File: src/rtl/ref_fifo_rd_streamer.sv
// Read-side consumer of the dual-clock data FIFO: pops words and presents them as a framed valid/ready stream.
// Optional per-packet/error statistics counters are enabled by defining REF_FIFO_RD_STREAMER_STATS_EN.
module ref_fifo_rd_streamer #(
  parameter int DATA_WIDTH    = 72,
  parameter int LEN_WIDTH     = 10,
  parameter int MAX_PKT_WORDS = 512
) (
  input  logic                  clk,
  input  logic                  rst_n,
  input  logic                  clr,
  output logic                  fifo_rd_ack,
  input  logic                  fifo_rd_empty,
  input  logic [DATA_WIDTH-1:0] fifo_rd_data,
  output logic                  m_valid,
  input  logic                  m_ready,
  output logic [DATA_WIDTH-2:0] m_data,
  output logic                  m_sop,
  output logic                  m_eop,
  output logic                  len_err,
`ifdef REF_FIFO_RD_STREAMER_STATS_EN
  output logic [31:0]           pkt_count,
  output logic [15:0]           err_count,
`endif
  output logic                  busy
);

  localparam int PW = DATA_WIDTH - 1;
  localparam logic [LEN_WIDTH-1:0] LAST_WORD = LEN_WIDTH'(MAX_PKT_WORDS - 1);

  typedef struct packed {
    logic [PW-1:0] payload;
    logic          sop;
    logic          eop;
  } entry_t;

  entry_t               head_q;
  entry_t               tail_q;
  entry_t               cap_entry;
  logic [1:0]           occ;
  logic                 inflight;
  logic [LEN_WIDTH-1:0] word_cnt;
  logic                 sop_pend;
  logic [2:0]           fill;
  logic                 pop;
  logic                 forced_eop;

  // NOTE: every signal assigned in always_comb gets a value on every path, so no latch is inferred.
  always_comb begin
    fill              = {1'b0, occ} + {2'b00, inflight};
    pop               = m_valid & m_ready;
    forced_eop        = (word_cnt == LAST_WORD);
    cap_entry.payload = fifo_rd_data[PW-1:0];
    cap_entry.sop     = sop_pend;
    cap_entry.eop     = fifo_rd_data[DATA_WIDTH-1] | forced_eop;
    // A pop is only safe if the word landing next cycle is guaranteed a free buffer slot.
    fifo_rd_ack       = ~fifo_rd_empty & ~clr &
                        ((fill <= 3'd1) | ((fill == 3'd2) & pop));
  end

  assign m_valid = (occ != 2'd0);
  assign m_data  = head_q.payload;
  assign m_sop   = m_valid & head_q.sop;
  assign m_eop   = m_valid & head_q.eop;
  assign busy    = m_valid | inflight;

  // NOTE: sequential state uses non-blocking assignments so all registers update from pre-edge values.
  // NOTE: the two buffer entries are reset because m_data must read zero out of reset.
  always_ff @(posedge clk or negedge rst_n) begin
    if (!rst_n) begin
      head_q   <= '0;
      tail_q   <= '0;
      occ      <= 2'd0;
      inflight <= 1'b0;
      word_cnt <= '0;
      sop_pend <= 1'b1;
      len_err  <= 1'b0;
    end else if (clr) begin
      // The in-flight word is dropped; upstream clears its FIFO in the same cycle.
      head_q   <= '0;
      tail_q   <= '0;
      occ      <= 2'd0;
      inflight <= 1'b0;
      word_cnt <= '0;
      sop_pend <= 1'b1;
      len_err  <= 1'b0;
    end else begin
      inflight <= fifo_rd_ack;
      len_err  <= inflight & forced_eop & ~fifo_rd_data[DATA_WIDTH-1];
      if (inflight) begin
        if (cap_entry.eop) begin
          word_cnt <= '0;
          sop_pend <= 1'b1;
        end else begin
          word_cnt <= word_cnt + 1'b1;
          sop_pend <= 1'b0;
        end
      end
      case ({pop, inflight})
        2'b11: begin
          if (occ == 2'd2) begin
            head_q <= tail_q;
            tail_q <= cap_entry;
          end else begin
            head_q <= cap_entry;
          end
        end
        2'b10: begin
          head_q <= tail_q;
          occ    <= occ - 2'd1;
        end
        2'b01: begin
          if (occ == 2'd0) head_q <= cap_entry;
          else             tail_q <= cap_entry;
          occ <= occ + 2'd1;
        end
        default: ;
      endcase
    end
  end

`ifdef REF_FIFO_RD_STREAMER_STATS_EN
  // Both counters stick at all-ones rather than wrapping.
  always_ff @(posedge clk or negedge rst_n) begin
    if (!rst_n) begin
      pkt_count <= '0;
      err_count <= '0;
    end else if (clr) begin
      pkt_count <= '0;
      err_count <= '0;
    end else begin
      if (pop && m_eop && (pkt_count != '1)) pkt_count <= pkt_count + 32'd1;
      if (len_err && (err_count != '1))      err_count <= err_count + 16'd1;
    end
  end
`endif

endmodule

File: config.mk
export PLATFORM = sky130hd
export DESIGN_NAME = ref_fifo_rd_streamer
export DESIGN_NICKNAME = d
export VERILOG_FILES = /design/src/rtl/ref_fifo_rd_streamer.sv
export SDC_FILE = /design/constraint.sdc
export NUM_CORES = 1
export LEC_CHECK = 0
export ABC_AREA = 1
export CAP_MARGIN = 10
export CORE_UTILIZATION = 45
export DETAILED_ROUTE_END_ITERATION = 8
export GPL_TIMING_DRIVEN = 0
export PLACE_DENSITY_LB_ADDON = 0.12
export SYNTH_ARGS = -nofsm -noshare
export SYNTH_HDL_FRONTEND = slang
export SYNTH_SLANG_ARGS = --single-unit
File: constraint.sdc
create_clock -name clk -period 1.8 [get_ports clk]
set_input_delay 0.27 -clock clk [delete_from_list [all_inputs] [get_ports clk]]
set_output_delay 0.27 -clock clk [all_outputs]
set_load 0.01 [all_outputs]
### Word-level counts from Yosys, hierarchy flattened

Index checks and enable logic that the tools add are counted.

| word-level totals | value |
|---|---|
| output and inout port bits | 77 |
| register bits | 161 |
| input port bits | 77 |

| operators by class | value |
|---|---|
| muxes and demuxes | 18 |
| equality and inequality tests | 9 |
| bitwise operators | 14 |
| reductions and logical operators | 8 |
| $lt $le $gt $ge | 1 |
| add/sub/neg operators | 4 |

Operator list:

| operator | number |
|---|---|
| two-way mux 73 bit | 6 |
| case mux 73 bit (3 select lines) | 1 |
| case mux 73 bit (2 select lines) | 1 |
| two-way mux 10 bit | 3 |
| adder 10 x 1 -> 10 bit (second input constant) | 1 |
| equality test 10 x 9 -> 1 bit (second input constant) | 1 |
| inequality test 3 bit (second input constant) | 3 |
| bitwise AND 1 bit | 8 |
| equality test 2 bit (second input constant) | 3 |
| nonzero test 3 bit | 2 |
| two-way mux 1 bit | 5 |
| case mux 2 bit (2 select lines) | 1 |
| nonzero test 2 bit | 2 |
| nonzero test 4 bit | 1 |
| adder 2 x 1 -> 3 bit | 1 |
| equality test 3 x 2 -> 1 bit (second input constant) | 1 |
| less-or-equal comparator 3 x 1 -> 1 bit (second input constant) | 1 |
| NOT 1 bit | 3 |
| OR 1 bit | 3 |
| AND reduction 3 bit | 1 |
| adder 2 x 1 -> 2 bit (second input constant) | 1 |
| equality test 2 x 1 -> 1 bit (second input constant) | 1 |
| logical NOT 2 bit | 1 |
| two-way mux 2 bit | 1 |
| 2 further kinds | 2 |

### Depth between registers and ports, before layout

| depth | value |
|---|---|
| word-level depth | 6 |
| mapped depth | 12 |
| depth with buffers taken out | 10 |

### Worst setup path after synthesis

No wires, ideal clock.

| timing | value |
|---|---|
| kind | reg-to-reg |
| start point | reg occ[0] |
| end point | reg head_q (netlist bit m_data[51]) |
| setup slack | -172 ps |
| period minus slack after synthesis | 1,972 ps |
| cell stages (with the launch flop) | 11 |
| arrival time | 1,907 ps |
| buffers on the path | 3 |
| required time | 1,735 ps |
| path through | dfrtp_1 nor2_2 nor2_1 ha_1 buf_4 buf_4 clkbuf_1 o211ai_1 o21ai_0 nand2_1 nand2_1 |

| on the way | value |
|---|---|
| longest elaborated chain between the ends | 5 |
| elaborated cells between the ends (all ways) | 13 |

Ends and longest elaborated chain:

| item | line | source |
|---|---|---|
| start: declaration | 39 | `logic [1:0] occ;` |
| start signal: assignment | 109 | `occ <= occ - 2'd1;` |
| start signal: assignment | 114 | `occ <= occ + 2'd1;` |
| nonzero test 2 bit | 60 | `assign m_valid = (occ != 2'd0);` |
| bitwise AND 1 bit | 50 | `pop = m_valid & m_ready;` |
| equality test 2 x 1 -> 1 bit or equality test 2 bit (tied branches) | 98 | `case ({pop, inflight})` |
| case mux 73 bit (3 select lines), or another cell as far along | 98 |  |
| two-way mux 73 bit or AND reduction 2 bit (tied branches) | - |  |
| end signal: assignment | 101 | `head_q <= tail_q;` |
| end signal: assignment | 104 | `head_q <= cap_entry;` |
| end signal: assignment | 108 | `head_q <= tail_q;` |
| end: declaration | 36 | `entry_t head_q;` |

Parallel ways exist; a longest one is shown, timed or not.
A chain may end at the register's enable or synchronous reset.

### Final worst setup path

| timing | value |
|---|---|
| start point | reg occ[0] |
| end point | reg head_q (netlist bit m_data[38]) |

The elaborated chain is that of the path after synthesis.

==> flow_summary.json <==
{
  "holdPathEnd": "inflight",
  "finish.utilization": 0.6379,
  "status": "finished, violations left",
  "syn_area_um2": 9869,
  "coreArea_um2": 21290,
  "hold_path_class": "in -> reg",
  "postRouteAntennaNets": 0,
  "num_antenna_cells": 0,
  "power_switching_mw": 7.454,
  "max_freq_mhz": 496.1,
  "hold_viol_final": 0,
  "fin_nets": 1582,
  "post-dp-hpwl_um": 17290,
  "p_clk_frac": 0.200,
  "r2r_slack_ps": -220,
  "syn_to_final_growth_pct": 37.59,
  "seq_area_frac_synth": 0.4083,
  "placementRows": 53,
  "clk_path_buf_depth": 2,
  "drv_slew": 0,
  "worst_pin_slew_ps": 607.2,
  "startpoint_type": "flip-flop",
  "synthMuxAreaShare": 0,
  "ir_worst_vdd_mv": 0.7344,
  "clockRootBuffer": "clkbuf_16",
  "cts.sinks": 161,
  "initial_core_util": 0.4636,
  "criticalPathCategory": "reg -> reg",
  "finalCritPeriodShare": 1.120,
  "final_common_cell": "nand2_1",
  "final_cell_mix": "nand2_1, inv_1, dfrtp_1, clkdlybuf4s50_1, buf_4",
  "routed_via_density": 5.010,
  "synth_xor_area_frac": 0.003550,
  "violations": "negative setup slack",
  "syn_inst": 1291,
  "grt_usage": 0.2437,
  "tritoncts": "yes",
  "initialDrtViolationCount": 512,
  "crit-reg2reg-launch": "occ[0]",
  "die_width_um": 150.1,
  "postSynthAreaPerCell_um2": 7.645,
  "synth.net_count": 1375,
  "whs_path_depth": 2,
  "hp-start": "clr",
  "p_per_area_nw_per_um2": 1423,
  "critPathCaptureType": "flip-flop",
  "synth_compound_area_frac": 0.2093,
  "pwr-share-seq": 0.263,
  "tns_ps": -24730,
  "synth_warnings": 0,
  "setup_slack_ps": -215.7,
  "fin_crit_ps": 2016,
  "rr_worst_depth": 14,
  "io_pins": 154,
  "numCtsBuffers": 17,
  "grt_max_degree": 87,
  "die_h_um": 150.1,
  "relSlewSlack": 0.5952,
  "synthAdderAreaFrac": 0.008874,
  "synth_cell_types": 35,
  "yosys.area_share.simple": 0.1761,
  "wl_per_cell_um": 14.99,
  "drc": 0,
  "io_buffers": 152,
  "worst_clock_skew_ps": 8.489,
  "r2r-end": "m_data[38]",
  "rsz0062_at_grt": "yes",
  "critical_path_required_ps": 2170,
  "wl_um": 26780,
  "synth_top_family_by_area": "compound AO/OA/AOI/OAI gates",
  "synth_ff_type": "dfrtp_1",
  "ctsHtreeMaxLevel": 4,
  "critPathArrivalTime_ps": 2380,
  "leakagePower_nw": 6.452,
  "grt_pass1_wl_um": 42920,
  "die_area_um2": 22530,
  "vias": 8948,
  "synth-seq-cells": 161,
  "synth_edf_count": 0,
  "grt.overflow.total": 0,
  "gp_congestion": 0.7770,
  "cts.reportedPaths.clkPinSlew_ps": 70,
  "layout-drive-gt1-share": 0.2780,
  "crit_fanout": 6,
  "async_reset_ff_frac": 1.000,
  "grt_pass1_vias": 8381,
  "netSwitchingFraction": 0.3859,
  "cap_violations": 0,
  "p_comb_frac": 0.537,
  "antenna_found_initial": 1,
  "first_pass_iters": 5,
  "internal-power_mw": 11.86,
  "setup_viol": 149,
  "clk-insertion-delay-late_ps": 430
}
[how the worst max path moves through the flow]
stage,to,depth (start not counted),from
after floorplan,m_data[51],10,occ[1]
after global placement,occ[0],1,rst_n
after detailed placement,m_data[62],11,m_ready
after CTS,fifo_rd_ack,6,occ[0]
after global routing,m_data[38],13,occ[0]
final,m_data[38],14,occ[0]
[state kept, by name (all words and copies together) (netlist names)]
name	flops
head_q	2
inflight	1
len_err	1
m_data	71
occ	2
sop_pend	1
tail_q	73
word_cnt	10
[final cells by class]
type | instances | area [um2]
Buffer | 148 | 1264
Clock buffer | 18 | 439.2
Clock inverter | 14 | 177.7
Fill cell | 1879 | 7707
Inverter | 240 | 918.4
Multi-Input combinational cell | 743 | 4389
Sequential cell | 161 | 4034
Tap cell | 275 | 344.1
Timing Repair Buffer | 187 | 2013
[stage by stage]
stage          instance area [um2]  power, mW  hold WS [ps]  setup slack [ps]  cells
2_1_floorplan                 9893      10.69        -25.59            -17.12   1291
3_3_place_gp                 11760      13.74         464.0             -7072   1718
3_5_place_dp                 11790      13.86         287.7            -579.1   1719
4_1_cts                      12930      18.51         152.5            -192.5   1770
5_1_grt                      13580      20.64         165.2            -305.5   1786
6_report                     13580      19.32         162.3            -215.7   1786
[critical path, stage by stage, from the launching register on]
cell and delay [ps]:
dfrtp_2 400, buf_6 120, nor2_4 40, nor2_4 170
inv_2 70, ha_4 170, buf_6 120, nand3_4 60
o21ai_4 70, buf_12 130, nor2_8 150, buf_12 180
clkbuf_16 150, nand2_2 50, nand2_1 80
[repair_timing]
action                     4_1_cts  5_1_grt
gates resized for setup        114      165
buffers inserted                16        7
hold endpoints to repair        75        0
pin swaps                       15       56
setup endpoints to repair      149      159
hold buffers                     1        0
gates cloned                     2        9
[layer usage]
layer | GRT usage | up-vias | routed length (um)
met2 | 0.3826 | 239 | 12830
met1 | 0.3465 | 4223 | 11880
li1 | - | 4452 | -
met4 | 0.06111 | 2 | 439
met3 | 0.04394 | 32 | 1620
met5 | 0 | - | 11
[logic make-up (layout without fill, tap and decap cells)]
logic type | after synthesis | in the layout
AOI/OAI and AO/OA | 303 | 303
buffers and inverters | 388 | 607
and+or+nand+nor | 428 | 429
xor gates and xnor gates | 4 | 4
adders and majority gates | 7 | 7
DFF | 161 | 161
[cell usage after synthesis (2+ instances only)]
cell type | n | area (um2)
a21oi_1 | 3 | 15.01
buf_1 | 7 | 26.28
buf_2 | 35 | 175.2
buf_4 | 74 | 555.5
buf_6 | 17 | 191.4
clkbuf_1 | 15 | 56.30
dfrtp_1 | 160 | 4004
ha_1 | 7 | 87.58
inv_1 | 232 | 870.8
inv_2 | 6 | 22.52
nand2_1 | 380 | 1426
nand3_1 | 8 | 40.04
nand3_2 | 3 | 30.03
nand3_4 | 2 | 35.03
nand4_1 | 4 | 25.02
nor2_1 | 18 | 67.56
nor2_2 | 2 | 12.51
nor2_4 | 2 | 22.52
nor2_8 | 2 | 40.04
nor3_1 | 4 | 20.02
o211ai_1 | 72 | 540.5
o21ai_0 | 61 | 305.3
o21ai_1 | 21 | 105.1
o21ai_2 | 70 | 613.1
o22ai_1 | 73 | 456.7
or2_2 | 2 | 12.51
xnor2_1 | 2 | 17.52
xor2_1 | 2 | 17.52
[power groups by stage]
stage | combinational, mW | clock [mW] | sequential [mW]
after floorplan | 5.67 | 0 | 5.03
after global placement | 8.60 | 0 | 5.13
after detailed placement | 8.70 | 0 | 5.15
after CTS | 9.48 | 3.94 | 5.09
after global routing | 11.3 | 4.09 | 5.20
final | 10.4 | 3.86 | 5.09
(Power assumes the default switching activity.)
